File: src/rtl/line_seq_ctrl.sv
// Line/frame timing sequencer: ACTIVE then HBLANK per row, VBLANK after the last row.
// All outputs are registered; counter timing is consumed directly by the line-buffer SRAM controller.
module line_seq_ctrl #(
  parameter int LINE_W        = 26,
  parameter int HB            = 52,
  parameter int IMG_H         = 12,
  parameter int VB            = 4,
  parameter int ROW_CNT_WIDTH = 4,
  parameter int COL_CNT_WIDTH = 5,
  parameter int HB_CNT_WIDTH  = 6
) (
  input  logic                     clk,
  input  logic                     rst_n,
  input  logic                     start,
  input  logic                     abort,
  output logic                     hsync_out,
  output logic [COL_CNT_WIDTH-1:0] col_cnt,
  output logic [HB_CNT_WIDTH-1:0]  hb_cnt,
  output logic [ROW_CNT_WIDTH-1:0] row_cnt,
  output logic                     busy,
  output logic                     line_done,
  output logic                     frame_done,
  output logic                     start_err
);

  localparam logic [1:0] ST_IDLE   = 2'd0;
  localparam logic [1:0] ST_ACTIVE = 2'd1;
  localparam logic [1:0] ST_HBLANK = 2'd2;
  localparam logic [1:0] ST_VBLANK = 2'd3;

  localparam logic [COL_CNT_WIDTH-1:0] COL_LAST = COL_CNT_WIDTH'(LINE_W - 1);
  localparam logic [COL_CNT_WIDTH-1:0] COL_ONE  = COL_CNT_WIDTH'(1);
  localparam logic [HB_CNT_WIDTH-1:0]  HB_LAST  = HB_CNT_WIDTH'(HB - 1);
  localparam logic [HB_CNT_WIDTH-1:0]  HB_ONE   = HB_CNT_WIDTH'(1);
  localparam logic [ROW_CNT_WIDTH-1:0] ROW_LAST = ROW_CNT_WIDTH'(IMG_H - 1);
  localparam logic [ROW_CNT_WIDTH-1:0] ROW_ONE  = ROW_CNT_WIDTH'(1);
  localparam logic [7:0]               VB_LAST  = 8'(VB - 1);

  localparam bit PARAMS_OK = (LINE_W >= 1) && (LINE_W <= 2**COL_CNT_WIDTH) &&
                             (HB >= 9) && (HB <= 2**HB_CNT_WIDTH) &&
                             (IMG_H >= 1) && (IMG_H <= 2**ROW_CNT_WIDTH) &&
                             (VB >= 1) && (VB <= 255);

  logic [1:0]               state_q, state_d;
  logic [COL_CNT_WIDTH-1:0] col_q, col_d;
  logic [HB_CNT_WIDTH-1:0]  hb_q, hb_d;
  logic [ROW_CNT_WIDTH-1:0] row_q, row_d;
  logic [7:0]               vb_q, vb_d;
  logic                     hsync_q, hsync_d;
  logic                     busy_q, busy_d;
  logic                     line_done_q, line_done_d;
  logic                     frame_done_q, frame_done_d;
  logic                     start_err_q, start_err_d;

  always_comb begin
    state_d      = state_q;
    col_d        = '0;
    hb_d         = '0;
    row_d        = row_q;
    vb_d         = '0;
    frame_done_d = 1'b0;
    start_err_d  = 1'b0;
    if (abort) begin
      state_d = ST_IDLE;
      row_d   = '0;
    end else begin
      // A start seen outside IDLE is flagged but never disturbs the running frame.
      start_err_d = start && (state_q != ST_IDLE);
      case (state_q)
        ST_IDLE: begin
          if (start) begin
            state_d = ST_ACTIVE;
            row_d   = '0;
          end
        end
        ST_ACTIVE: begin
          if (col_q == COL_LAST) state_d = ST_HBLANK;
          else                   col_d   = col_q + COL_ONE;
        end
        ST_HBLANK: begin
          if (hb_q == HB_LAST) begin
            if (row_q < ROW_LAST) begin
              state_d = ST_ACTIVE;
              row_d   = row_q + ROW_ONE;
            end else begin
              state_d = ST_VBLANK;
            end
          end else begin
            hb_d = hb_q + HB_ONE;
          end
        end
        ST_VBLANK: begin
          if (vb_q == VB_LAST) begin
            state_d      = ST_IDLE;
            row_d        = '0;
            frame_done_d = 1'b1;
          end else begin
            vb_d = vb_q + 8'd1;
          end
        end
        default: state_d = ST_IDLE;
      endcase
    end
    hsync_d     = (state_d == ST_ACTIVE);
    busy_d      = (state_d != ST_IDLE);
    line_done_d = (state_d == ST_HBLANK) && (hb_d == HB_LAST);
  end

  always_ff @(posedge clk or negedge rst_n) begin
    if (!rst_n) begin
      state_q      <= ST_IDLE;
      col_q        <= '0;
      hb_q         <= '0;
      row_q        <= '0;
      vb_q         <= '0;
      hsync_q      <= 1'b0;
      busy_q       <= 1'b0;
      line_done_q  <= 1'b0;
      frame_done_q <= 1'b0;
      start_err_q  <= 1'b0;
    end else begin
      state_q      <= state_d;
      col_q        <= col_d;
      hb_q         <= hb_d;
      row_q        <= row_d;
      vb_q         <= vb_d;
      hsync_q      <= hsync_d;
      busy_q       <= busy_d;
      line_done_q  <= line_done_d;
      frame_done_q <= frame_done_d;
      start_err_q  <= start_err_d;
    end
  end

  assign hsync_out  = hsync_q;
  assign col_cnt    = col_q;
  assign hb_cnt     = hb_q;
  assign row_cnt    = row_q;
  assign busy       = busy_q;
  assign line_done  = line_done_q;
  assign frame_done = frame_done_q;
  assign start_err  = start_err_q;

  params_legal: assert property (@(posedge clk) PARAMS_OK);

endmodule

File: config.mk
export PLATFORM = sky130hd
export DESIGN_NAME = line_seq_ctrl
export DESIGN_NICKNAME = d
export VERILOG_FILES = /design/src/rtl/line_seq_ctrl.sv
export SDC_FILE = /design/constraint.sdc
export NUM_CORES = 1
export LEC_CHECK = 0
export CAP_MARGIN = 25
export CORE_ASPECT_RATIO = 2
export CORE_UTILIZATION = 29
export DETAILED_ROUTE_END_ITERATION = 8
export GPL_TIMING_DRIVEN = 0
export MAX_ROUTING_LAYER = met4
export PLACE_DENSITY_LB_ADDON = 0.08
export SKIP_LAST_GASP = 1
export SYNTH_ARGS = -nofsm -noshare
export SYNTH_HDL_FRONTEND = slang
export SYNTH_SLANG_ARGS = --single-unit
File: constraint.sdc
create_clock -name clk -period 2.2 [get_ports clk]
set_clock_uncertainty 0.15 [all_clocks]
set_input_delay 0.44 -clock clk [delete_from_list [all_inputs] [get_ports clk]]
set_output_delay 0.44 -clock clk [all_outputs]
set_load 0.01 [all_outputs]
# [Word level (Yosys, flattened, before mapping)]
# Cells that the tools add are included.
[word_totals] out_inout_bits=20 reg_bits=30
[classes] order_cmp=1 n_eq_ne=13 muxes=26 n_addsub=4 n_reduce_logical=7
[op_table] cell="$mux 8" n=3
[op_table] cell="$mux 4" n=5
[op_table] cell="$mux 6" n=3
[op_table] cell="$mux 5" n=3
[op_table] cell="$eq 6x6->1 const B" n=2
[op_table] cell="$mux 2" n=6
[op_table] cell="$ne 3x3->1 const B" n=4
[op_table] cell="$pmux 4 s3" n=1
[op_table] cell="$add 8x1->8 const B" n=1
[op_table] cell="$eq 8x2->1 const B" n=1
[op_table] cell="$pmux 2 s4" n=1
[op_table] cell="$add 6x1->6 const B" n=1
[op_table] cell="$eq 2x2->1 const B" n=3
[op_table] cell="$add 5x1->5 const B" n=1
[op_table] cell="$eq 5x5->1 const B" n=1
[op_table] cell="$reduce_and 5->1" n=1
[op_table] cell="$add 4x1->4 const B" n=1
[op_table] cell="$eq 2x1->1 const B" n=2
[op_table] cell="$lt 4x4->1 const B" n=1
[op_table] cell="$mux 1" n=4
[op_table] cell="$reduce_bool 2->1" n=2
[op_table] cell="$reduce_bool 4->1" n=1
[op_table] cell="$logic_and 1x1->1" n=2
[op_table] cell="$logic_not 2->1" n=1

# [Longest topological paths before layout]
# Gate-level depths: netlist (run 1).
[logic_depth] word_depth=7 mapped_depth=6 depth_no_buf=6

# [Worst setup path after synthesis (run 1)]
# Ideal clock, no wire load.
[synth_timing] path_kind="register to register" start="reg hb_q[0] (netlist: hb_cnt[0])" end="reg row_q[0] (netlist: row_cnt[0])" arrival_time_ps=1536 path_slack_ps=393 t_required_ps=1930 path_buffers=0 stages_incl_launch_ff=6 period_less_slack_ps=1807 setup_ps=120 path_cell_list="dfrtp_1 > ha_1 > nand4b_4 > nor4b_4 > a22oi_2 > a41o_1"
[synth_via] elab_chain_len=3
[synth_rtl] item="start, declared" line="46" rtl="logic [HB_CNT_WIDTH-1:0] hb_q, hb_d;"
[synth_rtl] item="start signal, assigned" line="113" rtl="hb_q <= '0;"
[synth_rtl] item="start signal, assigned" line="124" rtl="hb_q <= hb_d;"
[synth_rtl] item="$eq 6x6->1" line="81" rtl="if (hb_q == HB_LAST) begin"
[synth_rtl] item="$ne 3x3->1 (no line)"
[synth_rtl] item="$reduce_and 5->1 (no line)"
[synth_rtl] item="end signal, assigned" line="125" rtl="row_q <= row_d;"
[synth_rtl] item="end, declared" line="47" rtl="logic [ROW_CNT_WIDTH-1:0] row_q, row_d;"
# No other way between the ends.
# A chain may end at the register's enable or synchronous reset.

# [Final worst setup path (run 1)]
[layout_timing] start="in abort" end="reg line_done_q (netlist: line_done)"
[layout_via] elab_chain_len=3 word_cells_on_any_way=5
[layout_rtl] item="start, declared" line="15" rtl="input logic abort,"
[layout_rtl] item="$mux 6 or $mux 2 (tied branches)" line="63" rtl="if (abort) begin"
[layout_rtl] item="$eq 6x6->1 or $eq 2x2->1 (tied branches)" line="106" rtl="line_done_d = (state_d == ST_HBLANK) && (hb_d == HB_LAST);"
[layout_rtl] item="$logic_and 1x1->1 (*)" line="106"
[layout_rtl] item="named net line_done_d" line="51" rtl="logic line_done_q, line_done_d;"
[layout_rtl] item="end signal, assigned" line="129" rtl="line_done_q <= line_done_d;"
[layout_rtl] item="end, declared" line="51"
# The timed path passes the listed nets; every way through them passes the cells marked *.

==> results.yml, run 1 <==
timing:
  period_needed_ns: 2.054
  rsz0062_at_grt: "false"
  period_share_pct: 93.38
  worst-slew-pin-transition_ns: 0.8229
  hold_violations: 0
  fmax_ghz: 0.4868
  slew_violations: 0
  slew_headroom_pct: 44.97
  finalSetupViolations: 0
  tns_ns: 0
  holdWs_ns: 0.3584
finish:
  final_common_cell: "dfrtp_1"
  fin_area_mm2: 0.001873
  regArea_um2: 750.7
  area_delta_synth_final_pct: 28.17
  diodes: 0
  final_cell_mix: "dfrtp_1 (30), clkdlybuf4s50_1 (23), nor2_1 (21)"
  final_cells: 220
  final_nets: 172
  drive_above_1_share_pct: 10.43
  multi_input_area_um2: 686.9
  nFillCells: 490
placed_design:
  dp_cells: 213
  gp_congestion: 0.7047
  port_buffers: 23
  placed_area_mm2: 0.001790
  dp_hpwl_mm: 2.473
logic_synthesis:
  synth_top_family_by_area: "simple AND/OR/NAND/NOR gates"
  synth_mux_area_share_pct: 0.6849
  synth-edff-count: 0
  synth_compound_area_share_pct: 6.678
  synth-seq-cells: 30
  postSynthAreaPerCell_um2: 11.07
  async_reset_ff_share_pct: 100.0
  synthCells: 132
  netlist_area_mm2: 0.001461
  yosysWarningCount: 0
  ys_types: 34
  ys_seq_area_share_pct: 51.37
  synthAdderAreaFrac_pct: 4.281
  syn_nets: 141
  synth-main-ff-cell: "dfrtp_1"
  synth-simple-area-share_pct: 26.54
  synth_xor_area_share_pct: 8.390
global_route:
  grtUsageTotal_pct: 14.57
  overflow: 0
  grt_pass1_vias: 1171
  grt_max_degree: 17
  antenna_found_initial: 0
  grt_pass1_wl_mm: 5.457
power_and_ir_drop:
  finalPower_mw: 1.025
  leakage_nw: 0.8417
  power.density_mw_per_mm2: 547.1
  vdd_drop_max_uv: 403.9
cts:
  cts_root_buf: "clkbuf_8"
  tritoncts: "done"
  cts.clk_slew.worst_paths_ns: 0.06
  ctsLongestPathBuffers: 2
  numCtsBuffers: 5
  clkLatencyLatePin_ns: 0.27
  post_cts_buffers: 0
  cts_sinks: 30
  htreeDepth: 2
worst_setup_path:
  arrival_ns: 2.07
  crit_slowest_cell: "clkdlybuf4s50_1"
  start_kind: "input pin"
  crit_fanout: 8
  critical_path_required_ns: 2.21
  crit_type: "in -> reg"
  critPathMaxStageDelay_ns: 0.57
  critPathCaptureType: "register"
  crit_chain: "clkdlybuf4s50_1 -> nor3b_2 -> o21ai_1 -> nor4_2"
drt:
  via_count: 1078
  viasPerCell: 4.900
  drt_iter0_drc: 19
  routedWlPerCell_um: 14.69
  drt_first_pass_iters: 4
  wl_mm: 3.231
  ant_nets: 0
  drcViolationCount: 0
floorplanning:
  die_w_um: 52.20
  die_h_um: 102.4
  coreArea_mm2: 0.004865
  design.die.area_mm2: 0.005344
  start_util_pct: 30.04
  ios: 24
  num_rows: 36
run_status:
  status: "complete, no violations"
job:
  cap_violations: 0
hold_path:
  hold_path_class: "reg -> reg"
power breakdown:
group | leakage [nW] | switching (mW) | internal, mW
sequential | 0.414 | 0.00284 | 0.558
combinational | 0.390 | 0.0338 | 0.0272
clock | 0.0383 | 0.186 | 0.217
cells by family (layout without fill, tap and decap cells):
family | after synthesis | after routing
adders and majority gates | 5 | 5
AOI/OAI and AO/OA | 12 | 12
buffers and inverters | 7 | 38
DFF | 30 | 30
and+or+nand+nor | 63 | 63
xor gates and xnor gates | 14 | 14
muxes | 1 | 1
final timing paths:
kind / start / endpoint / slack (ns) / depth (start not counted)
setup / recovery: abort / line_done / 0.15 / 4
hold / removal: col_cnt[0] / col_cnt[0] / 0.36 / 1
setup reg to reg: row_cnt[0] / row_cnt[0] / 0.21 / 5
hold reg to reg: col_cnt[0] / col_cnt[0] / 0.36 / 1
max in group asynchronous: rst_n / row_cnt[1] / 0.85 / 2
min in group asynchronous: rst_n / col_cnt[3] / 0.49 / 1
metrics by stage:
step | setup slack [ns] | util, %
floorplan | 0.3935 | -
global placement | -0.2093 | 36.24
detailed placement | -0.2681 | 36.81
CTS | 0.02638 | 38.37
global route | 0.03174 | 38.50
finish | 0.1457 | 38.50
flip-flops by register name (all words and copies together), names as in the netlist:
register and count:
hb_cnt 6, line_done 1, start_err 1, row_cnt 4, col_cnt 5, busy 1, state_q 2, hsync_out 1
vb_q 8, frame_done 1
Yosys cell counts (3+ instances only):
cell type | n | area share [%]
buf_2 | 3 | 1.0
dfrtp_1 | 30 | 51
and3_1 | 4 | 1.7
xor2_1 | 9 | 5.4
xnor2_1 | 5 | 3.0
inv_1 | 4 | 1.0
nor2_1 | 21 | 5.4
nor2b_1 | 5 | 2.1
nand3_1 | 13 | 4.5
nand2_1 | 5 | 1.3
ha_1 | 5 | 4.3
routing by layer:
layer | wire, um | GRT usage, % | up-vias
met5 | 0 | - | -
met2 | 1842 | 26.92 | 19
met3 | 93 | 3.423 | 7
met4 | 74 | 6.680 | 0
met1 | 1220 | 13.51 | 532
li1 | - | - | 520
critical path: cells and delay by family:
family / cells / cell delay, ns
AO/OA/AOI/OAI: 1 / 0.27
AND/OR/NAND/NOR: 2 / 0.78
buffers and inverters: 1 / 0.57
what timing repair did:
item / 4_1_cts / 5_1_grt
gates resized for setup: 0 / 1
setup endpoints to repair: 0 / 1
hold buffers: 0 / 0
final cells by class:
cell class                      instances  share of cell area [%]
Multi-Input combinational cell         95                   36.67
Clock buffer                            7                   4.075
Sequential cell                        30                   40.08
Timing Repair Buffer                   24                   13.76
Buffer                                  3                  0.8016
Inverter                                4                  0.8016
Tap cell                               57                   3.808
Note: power is estimated with default switching activity, not from simulation.
==> inputs of run 2 (changes only) <==
CTS_CLUSTER_SIZE = 12   (was not set)
==> results of run 2 <==
Final layout, timing and power as in run 1 (identical DEF).
